## config.mk

```make
export PLATFORM = sky130hd
export DESIGN_NAME = lfsr_range_gen
export DESIGN_NICKNAME = d
export VERILOG_FILES = /design/src/rtl/rand_pkg.sv /design/src/rtl/lfsr_core.sv /design/src/rtl/lfsr_range_gen.sv
export SDC_FILE = /design/constraint.sdc
export NUM_CORES = 1
export LEC_CHECK = 0
export ABC_AREA = 0
export CORE_ASPECT_RATIO = 1.4
export CORE_MARGIN = 3
export CORE_UTILIZATION = 41
export CTS_CLUSTER_SIZE = 20
export DETAILED_ROUTE_END_ITERATION = 10
export PLACE_DENSITY = 0.75
export SLEW_MARGIN = 20
export SYNTH_ARGS = -nofsm -noshare
export SYNTH_HDL_FRONTEND = slang
export SYNTH_SLANG_ARGS = --single-unit
```

## constraint.sdc

```tcl
create_clock -name clk -period 1.46 [get_ports clk]
set_input_delay 0.292 -clock clk [delete_from_list [all_inputs] [get_ports clk]]
set_output_delay 0.292 -clock clk [all_outputs]
set_load 0.02 [all_outputs]
```

## src/rtl/rand_pkg.sv

```systemverilog
// Shared definitions for the random-number blocks: draw FSM states,
// a constant clog2 helper and known-good Fibonacci tap masks per width.
package rand_pkg;

   typedef enum logic {
      IDLE = 1'b0,
      DRAW = 1'b1
   } draw_state_t;

   localparam logic [3:0]  TAPS_W4  = 4'hC;
   localparam logic [7:0]  TAPS_W8  = 8'hB8;
   localparam logic [15:0] TAPS_W16 = 16'hB400;
   localparam logic [31:0] TAPS_W32 = 32'h80200003;

   function automatic int clog2(input int value);
      int result;
      result = 0;
      while ((1 << result) < value) begin
         result = result + 1;
      end
      return result;
   endfunction

endpackage

```

## src/rtl/lfsr_core.sv

```systemverilog
// Fibonacci LFSR register with step, seed load and zero-lockup guard.
// A zero seed is replaced by SEED so the register can never stick at 0.
module lfsr_core #(
   parameter int               WIDTH = 16,
   parameter logic [WIDTH-1:0] TAPS  = 16'hB400,
   parameter logic [WIDTH-1:0] SEED  = 16'hFFFF
) (
   input  logic             clk,
   input  logic             reset_n,
   input  logic             load,
   input  logic [WIDTH-1:0] seed,
   input  logic             step,
   output logic [WIDTH-1:0] state
);

   always_ff @(posedge clk or negedge reset_n) begin
      if (!reset_n) begin
         state <= SEED;
      end else if (load) begin
         state <= (seed == '0) ? SEED : seed;
      end else if (step) begin
         state <= {state[WIDTH-2:0], ^(state & TAPS)};
      end
   end

endmodule

```

## src/rtl/lfsr_range_gen.sv

```systemverilog
// Uniform random numbers in [0, RANGE-1] via rejection sampling on an LFSR,
// with a req/valid handshake and a bounded-retry fallback path.
module lfsr_range_gen
   import rand_pkg::*;
#(
   parameter int               WIDTH     = 16,
   parameter logic [WIDTH-1:0] TAPS      = 16'hB400,
   parameter logic [WIDTH-1:0] SEED      = 16'hFFFF,
   parameter int               RANGE     = 10,
   parameter int               OUT_W     = 4,
   parameter int               MAX_TRIES = 8
) (
   input  logic             clk,
   input  logic             reset_n,
   input  logic             stop,
   input  logic             seed_load,
   input  logic [WIDTH-1:0] seed,
   input  logic             req,
   output logic             busy,
   output logic             rand_valid,
   output logic [OUT_W-1:0] rand_num,
   output logic [WIDTH-1:0] lfsr_state
);

   localparam int CAND_W = clog2(RANGE);
   localparam int TRY_W  = clog2(MAX_TRIES + 1);
   localparam logic [CAND_W:0]  RANGE_EXT = (CAND_W + 1)'(RANGE);
   localparam logic [TRY_W-1:0] LAST_TRY  = TRY_W'(MAX_TRIES - 1);

   draw_state_t      state, state_next;
   logic [TRY_W-1:0] tries, tries_next;
   logic             busy_next, valid_next;
   logic [OUT_W-1:0] num_next;
   logic [CAND_W-1:0] candidate;
   logic             step;

   assign candidate = lfsr_state[CAND_W-1:0];
   assign step      = (state == DRAW) || !stop;

   lfsr_core #(
      .WIDTH (WIDTH),
      .TAPS  (TAPS),
      .SEED  (SEED)
   ) u_lfsr (
      .clk     (clk),
      .reset_n (reset_n),
      .load    (seed_load),
      .seed    (seed),
      .step    (step),
      .state   (lfsr_state)
   );

   always_ff @(posedge clk or negedge reset_n) begin
      if (!reset_n) begin
         state      <= IDLE;
         tries      <= '0;
         busy       <= 1'b0;
         rand_valid <= 1'b0;
         rand_num   <= '0;
      end else begin
         state      <= state_next;
         tries      <= tries_next;
         busy       <= busy_next;
         rand_valid <= valid_next;
         rand_num   <= num_next;
      end
   end

   // Out-of-range candidates retry; on the last allowed try the candidate is
   // folded down by RANGE, which lands in range because 2^CAND_W < 2*RANGE.
   always_comb begin
      state_next = state;
      tries_next = tries;
      busy_next  = busy;
      valid_next = 1'b0;
      num_next   = rand_num;
      case (state)
         IDLE: begin
            if (req) begin
               state_next = DRAW;
               tries_next = '0;
               busy_next  = 1'b1;
            end
         end
         DRAW: begin
            if ({1'b0, candidate} < RANGE_EXT) begin
               num_next   = OUT_W'(candidate);
               valid_next = 1'b1;
               state_next = IDLE;
               busy_next  = 1'b0;
            end else if (tries == LAST_TRY) begin
               num_next   = OUT_W'(CAND_W'({1'b0, candidate} - RANGE_EXT));
               valid_next = 1'b1;
               state_next = IDLE;
               busy_next  = 1'b0;
            end else begin
               tries_next = tries + TRY_W'(1);
            end
         end
         default: begin
            state_next = IDLE;
            busy_next  = 1'b0;
         end
      endcase
   end

endmodule

```

== Yosys cells after proc, flatten, opt, wreduce, memory -nomap -nowiden ==
Index checks and enable logic that the tools add are counted.

* Mux-type cells: 20
* $lt $le $gt $ge: 1
* Bitwise logic cells: 1
* $add $sub $neg: 2
* Equality and inequality tests: 5
* Reductions and logical operators: 9

{| class="wikitable"
|+ Operator list
! kind !! number
|-
| $mux 16 || 3
|-
| $mux 4 || 5
|-
| $logic_not 16->1 || 1
|-
| $reduce_xor 16->1 || 1
|-
| $mux 1 || 9
|-
| $pmux 4 s2 || 1
|-
| $ne 2x2->1 const B || 3
|-
| $add 4x1->4 const B || 1
|-
| $eq 4x3->1 const B || 1
|-
| $lt 4x4->1 const B || 1
|-
| $pmux 1 s2 || 2
|-
| $reduce_and 2->1 || 2
|-
| $reduce_bool 2->1 || 2
|-
| $sub 4x4->4 const B || 1
|-
| $ne 3x1->1 const B || 1
|-
| $reduce_and 3->1 || 1
|-
| $logic_not 1->1 || 1
|-
| $logic_or 1x1->1 || 1
|-
| $not 1->1 || 1
|}

* Output and inout port bits: 22
* Word-level logic and storage cells: 44
* Bits in registers: 27
* Input bits: 21

== Depth between registers and ports, before layout ==
* Word-level depth: 4
* Depth in mapped cells: 6
* Gate-level depth less buffers: 5

== Modules after synthesis ==
A second synthesis with hierarchy kept.

* Cell total of the unflattened synthesis: 123
* Area, all modules: 1485.2 um^2

{| class="wikitable"
|+ By module, submodules not included
! module !! times used !! area each (um^2) !! cells each !! seq. area each (um^2)
|-
| lfsr_core || 1 || 874.6 || 63 || 420.4
|-
| lfsr_range_gen || 1 || 610.6 || 60 || 275.3
|}

== Worst setup path after synthesis ==
Ideal clock, no wire load.

* Kind: register to register
* From: register u_lfsr.state[3]
* To: register rand_num[0]
* Stages on the path, launching flop included: 4
* Library setup time: 0.125 ns
* Slack: 0.019 ns
* Arrival: 1.316 ns
* Path buffers: 0
* Cells stage by stage: dfstp_2 -> o21a_1 -> a21bo_2 -> mux2_2

* Cells in the longest elaborated chain, start to end: 3

{| class="wikitable"
|+ RTL lines
! element !! line !! source
|-
| start, declared || lfsr_core.sv:13 || <nowiki>output logic [WIDTH-1:0] state</nowiki>
|-
| start signal, assigned || lfsr_core.sv:20 || <nowiki>state <= (seed == '0) ? SEED : seed;</nowiki>
|-
| start signal, assigned || lfsr_core.sv:22 || <nowiki>state <= {state[WIDTH-2:0], ^(state & TAPS)};</nowiki>
|-
| $lt 4x4->1 * || lfsr_range_gen.sv:86 || <nowiki>if ({1'b0, candidate} < RANGE_EXT) begin</nowiki>
|-
| $reduce_bool 2->1 (no source line) || - ||
|-
| $reduce_and 2->1 (no source line) || - ||
|-
| end signal, assigned || lfsr_range_gen.sv:65 || <nowiki>rand_num <= num_next;</nowiki>
|-
| end, declared || lfsr_range_gen.sv:21 || <nowiki>output logic [OUT_W-1:0] rand_num,</nowiki>
|}

Mark *: on every way between the ends. The rest lies on a longest branch, timed or not.
A chain may end at the register's enable or synchronous reset.

== Final worst setup path ==
* From: input port seed[14]
* To: register u_lfsr.state[1]

* Cells in the longest elaborated chain, start to end: 3

{| class="wikitable"
|+ RTL lines
! element !! line !! source
|-
| start, declared || lfsr_range_gen.sv:17 || <nowiki>input logic [WIDTH-1:0] seed,</nowiki>
|-
| $logic_not 16->1 || lfsr_core.sv:20 ||
|-
| $mux 16 || lfsr_core.sv:20 ||
|-
| $mux 16 || lfsr_core.sv:19 || <nowiki>end else if (load) begin</nowiki>
|}

Every way passes these cells.

==> key figures <==
Placement
  – Placer congestion estimate: 0.705
  – PortBufs: 42
  – HPWL after DPL: 2570 µm

Synthesis
  – Synth area leaders: dfstp_2, dfrtp_1, o22a_1, mux2_2, mux2_4
  – Simple-gate share of the synthesized area: 11.4%
  – Avg Inst Size Synth: 12.0 µm²
  – Largest family of logic cells by synthesized area: compound AO/OA/AOI/OAI gates
  – Synthesized net count: 137
  – Ys Warns: 0
  – Sequential fraction of the synthesis area: 50.7%
  – XOR/XNOR Fraction of Synth Area: 1.91%
  – Synth area leader: dfstp_2
  – Post-synthesis register bit count: 27
  – Synth Area in Compound Gates: 15.6%
  – Adder-Cell Fraction of Synth Area: 1.82%
  – Mapped Cells: 114
  – Post-synth top area share: 30.6%
  – Post-Syn Area: 1370 µm²
  – Post-synthesis cell type count: 30
  – Mux cell area share after synthesis: 14.8%

Power
  – Switch Pwr: 0.925 mW
  – Peak VDD IR: 0.000807 V
  – Sw frac: 33.9%
  – Sequential share of power: 40.1%
  – Combinational power share: 44.6%
  – Cell Pwr Density: 1290 nW/µm²
  – Internal power: 1.80 mW
  – Static leakage: 1.01 nW
  – Clock Power Share: 15.2%
  – Pwr Total: 2.73 mW

Clocking
  – CTS root buf: clkbuf_8
  – Sink Count: 27
  – # H-tree levels: 1
  – CTS tree: built
  – Worst skew pair latency: 0.27 ns
  – Clock transition at path regs: 0.09 ns
  – Clk buf depth: 2
  – Inserted Clock Buffers: 3

Worst hold path
  – Hold Crit Class: in2async

Floorplan
  – Die ar.: 4090 µm²
  – Die height: 74.5 µm
  – Core area: 3150 µm²
  – # rows: 24
  – Die width: 54.9 µm
  – Starting Density: 43.5%
  – Boundary Pins: 43

STA
  – Setup violators final: 5
  – Hold WS: 0.385 ns
  – Period minus WS final: 1.48 ns
  – Final period util: 101%
  – Fin worst setup slack: -0.0209 ns
  – Fmax achieved: 675 MHz
  – Pins over their slew limit: 0
  – Slew headroom: 77.5%
  – Hold Fails Final Rpt: 0
  – Setup Skew: 0.00455 ns
  – RSZ-0062 raised after global routing: yes
  – Slew @ Worst Pin: 0.337 ns

Layout
  – Area growth syn-to-layout: 53.6%
  – Multi-input logic area: 682 µm²
  – Nets: 209
  – Share of cells above drive strength 1: 43.2%
  – Layout filler cell count: 245
  – # diodes: 0
  – Register area: 696 µm²

Worst setup path
  – Arr. time, crit path: 1.69 ns
  – R2r setup slk: 0.05 ns
  – Setup crit end: u_lfsr.state[1]
  – Req. time, crit path: 1.67 ns
  – Worst Setup End Kind: register
  – Reg2Reg Depth: 5
  – R2R Path Start: tries[1]
  – CP startpoint: seed[14]
  – CP max FO: 8
  – R2r endpoint: rand_num[1]
  – Worst Setup Start Kind: input port
  – Kind of critical path: in2reg

Global route
  – Total gr overflow: 0
  – Total track usage: 18.6%
  – Initial antenna violation count: 0
  – First-pass GRT wire length: 5580 µm
  – Pin count of the biggest net entering global routing: 28
  – Vias in the first global route: 1241

Detailed routing
  – Post-DRT Antenna Nets: 0
  – Iter 0 DRT Violations: 10
  – Drt wl/cell: 16.3 µm
  – Via count: 1181
  – Post-Route WL: 3650 µm
  – Remaining DRCs: 0
  – Drt via density: 5.27
  – Detailed Routing Iterations Pass 1: 4

Flow run
  – # Max-Cap Violations: 0

Run status
  – Status: finished, violations left
  – Failing checks: setup timing
## through the flow
stage | utilization (%) | setup TNS [ns] | area [µm²] | setup WS (ns) | cells
2_1_floorplan | - | 0 | 1370 | 0.0188 | 114
3_5_place_dp | 63.3 | -4.53 | 2000 | -0.315 | 216
4_1_cts | 64.5 | 0 | 2030 | 0.00102 | 221
6_report | 66.9 | -0.0586 | 2110 | -0.0209 | 224
5_1_grt | 66.9 | -0.598 | 2110 | -0.0744 | 224
3_3_place_gp | 63.3 | -3.66 | 2000 | -0.251 | 216
## critical path, cell delays in order
cell	delay [ns]
clkdlybuf4s50_1	0.44
nor4_2	0.29
and4_1	0.29
nand2b_4	0.20
o22a_1	0.17
## cell families after synthesis
kind of cell	count (synthesis)
XOR/XNOR	3
flip-flops	27
adder cells (fa/ha/maj)	2
buffers and inverters	8
AO/OA/AOI/OAI	29
multiplexers	17
AND/OR/NAND/NOR	28
## layer usage
metal | global-route usage, % | vias to the layer above | wire [µm]
met3 | 2.81 | 2 | 227
met2 | 32.9 | 40 | 1900
met4 | 4.05 | 0 | 9
li1 | - | 564 | -
met1 | 23.5 | 575 | 1510
met5 | 0 | - | 0
## flip-flops by register name (all words and copies together), names as in the netlist
register and cells:
busy 1, rand_num 4, rand_valid 1, state 1, tries 4, u_lfsr.state 16
## cell usage after synthesis (all sizes together)
| cell type | count |
|---|---|
| a21bo | 1 |
| nor2 | 3 |
| mux2i | 3 |
| xor2 | 1 |
| a211oi | 1 |
| a21o | 1 |
| o21ai | 7 |
| and4 | 1 |
| nand3b | 1 |
| dfstp | 16 |
| o21a | 1 |
| mux2 | 14 |
| dfrtp | 11 |
| buf | 4 |
| nand4 | 1 |
| a21oi | 3 |
| nand2b | 3 |
| xnor2 | 2 |
| inv | 3 |
| and3 | 1 |
| o22a | 15 |
| ha | 2 |
| clkbuf | 1 |
| nand2 | 10 |
| nand3 | 4 |
| nor4 | 4 |
## layout make-up
type | instances | area share (%)
Sequential cell | 27 | 33.0
Multi-Input combinational cell | 80 | 32.3
Timing Repair Buffer | 71 | 29.6
Tap cell | 39 | 2.31
Clock buffer | 3 | 1.96
Inverter | 3 | 0.534
Clock inverter | 1 | 0.237
## power by group through the flow
stage	registers [mW]	logic, mW	clock network (mW)
after floorplan	1.29	0.504	0
after global placement	1.10	1.23	0
after detailed placement	1.10	1.25	0
after CTS	1.09	1.16	0.431
after global routing	1.12	1.32	0.475
final	1.09	1.22	0.416
## how the worst min path moves through the flow
stage	from	to
finish	reset_n	rand_num[3]
global route	seed[12]	u_lfsr.state[12]
CTS	reset_n	rand_num[3]
detailed placement	busy	busy
global placement	tries[3]	tries[3]
floorplan	reset_n	busy
## cell usage in the layout, fill, tap and decap left out, types with 3 or more instances in the layout
cell type        netlist  routed
buf_4                  0      28
dfstp_2               16      16
o22a_1                15      15
clkdlybuf4s50_1        0      12
dfrtp_1               11      11
nand2_1               10      10
mux2_2                10      10
clkdlybuf4s15_1        0      10
dlymetal6s2s_1         0       8
o21ai_0                7       6
dlygate4sd2_1          0       6
clkbuf_2               0       6
nand3_1                4       4
mux2_4                 4       4
nand2b_4               2       3
nor2_1                 3       3
a21oi_1                3       3
mux2i_1                3       3
clkbuf_8               0       3
## timing repair
| item | 4_1_cts | 5_1_grt |
|---|---|---|
| resized for setup | 27 | 35 |
| hold buffers | 0 | 0 |
| gates cloned | 1 | 0 |
| pin swaps | 0 | 12 |
| buffers inserted | 0 | 3 |
| setup endpoints to repair | 37 | 35 |
Note: power is estimated with default switching activity, not from simulation.
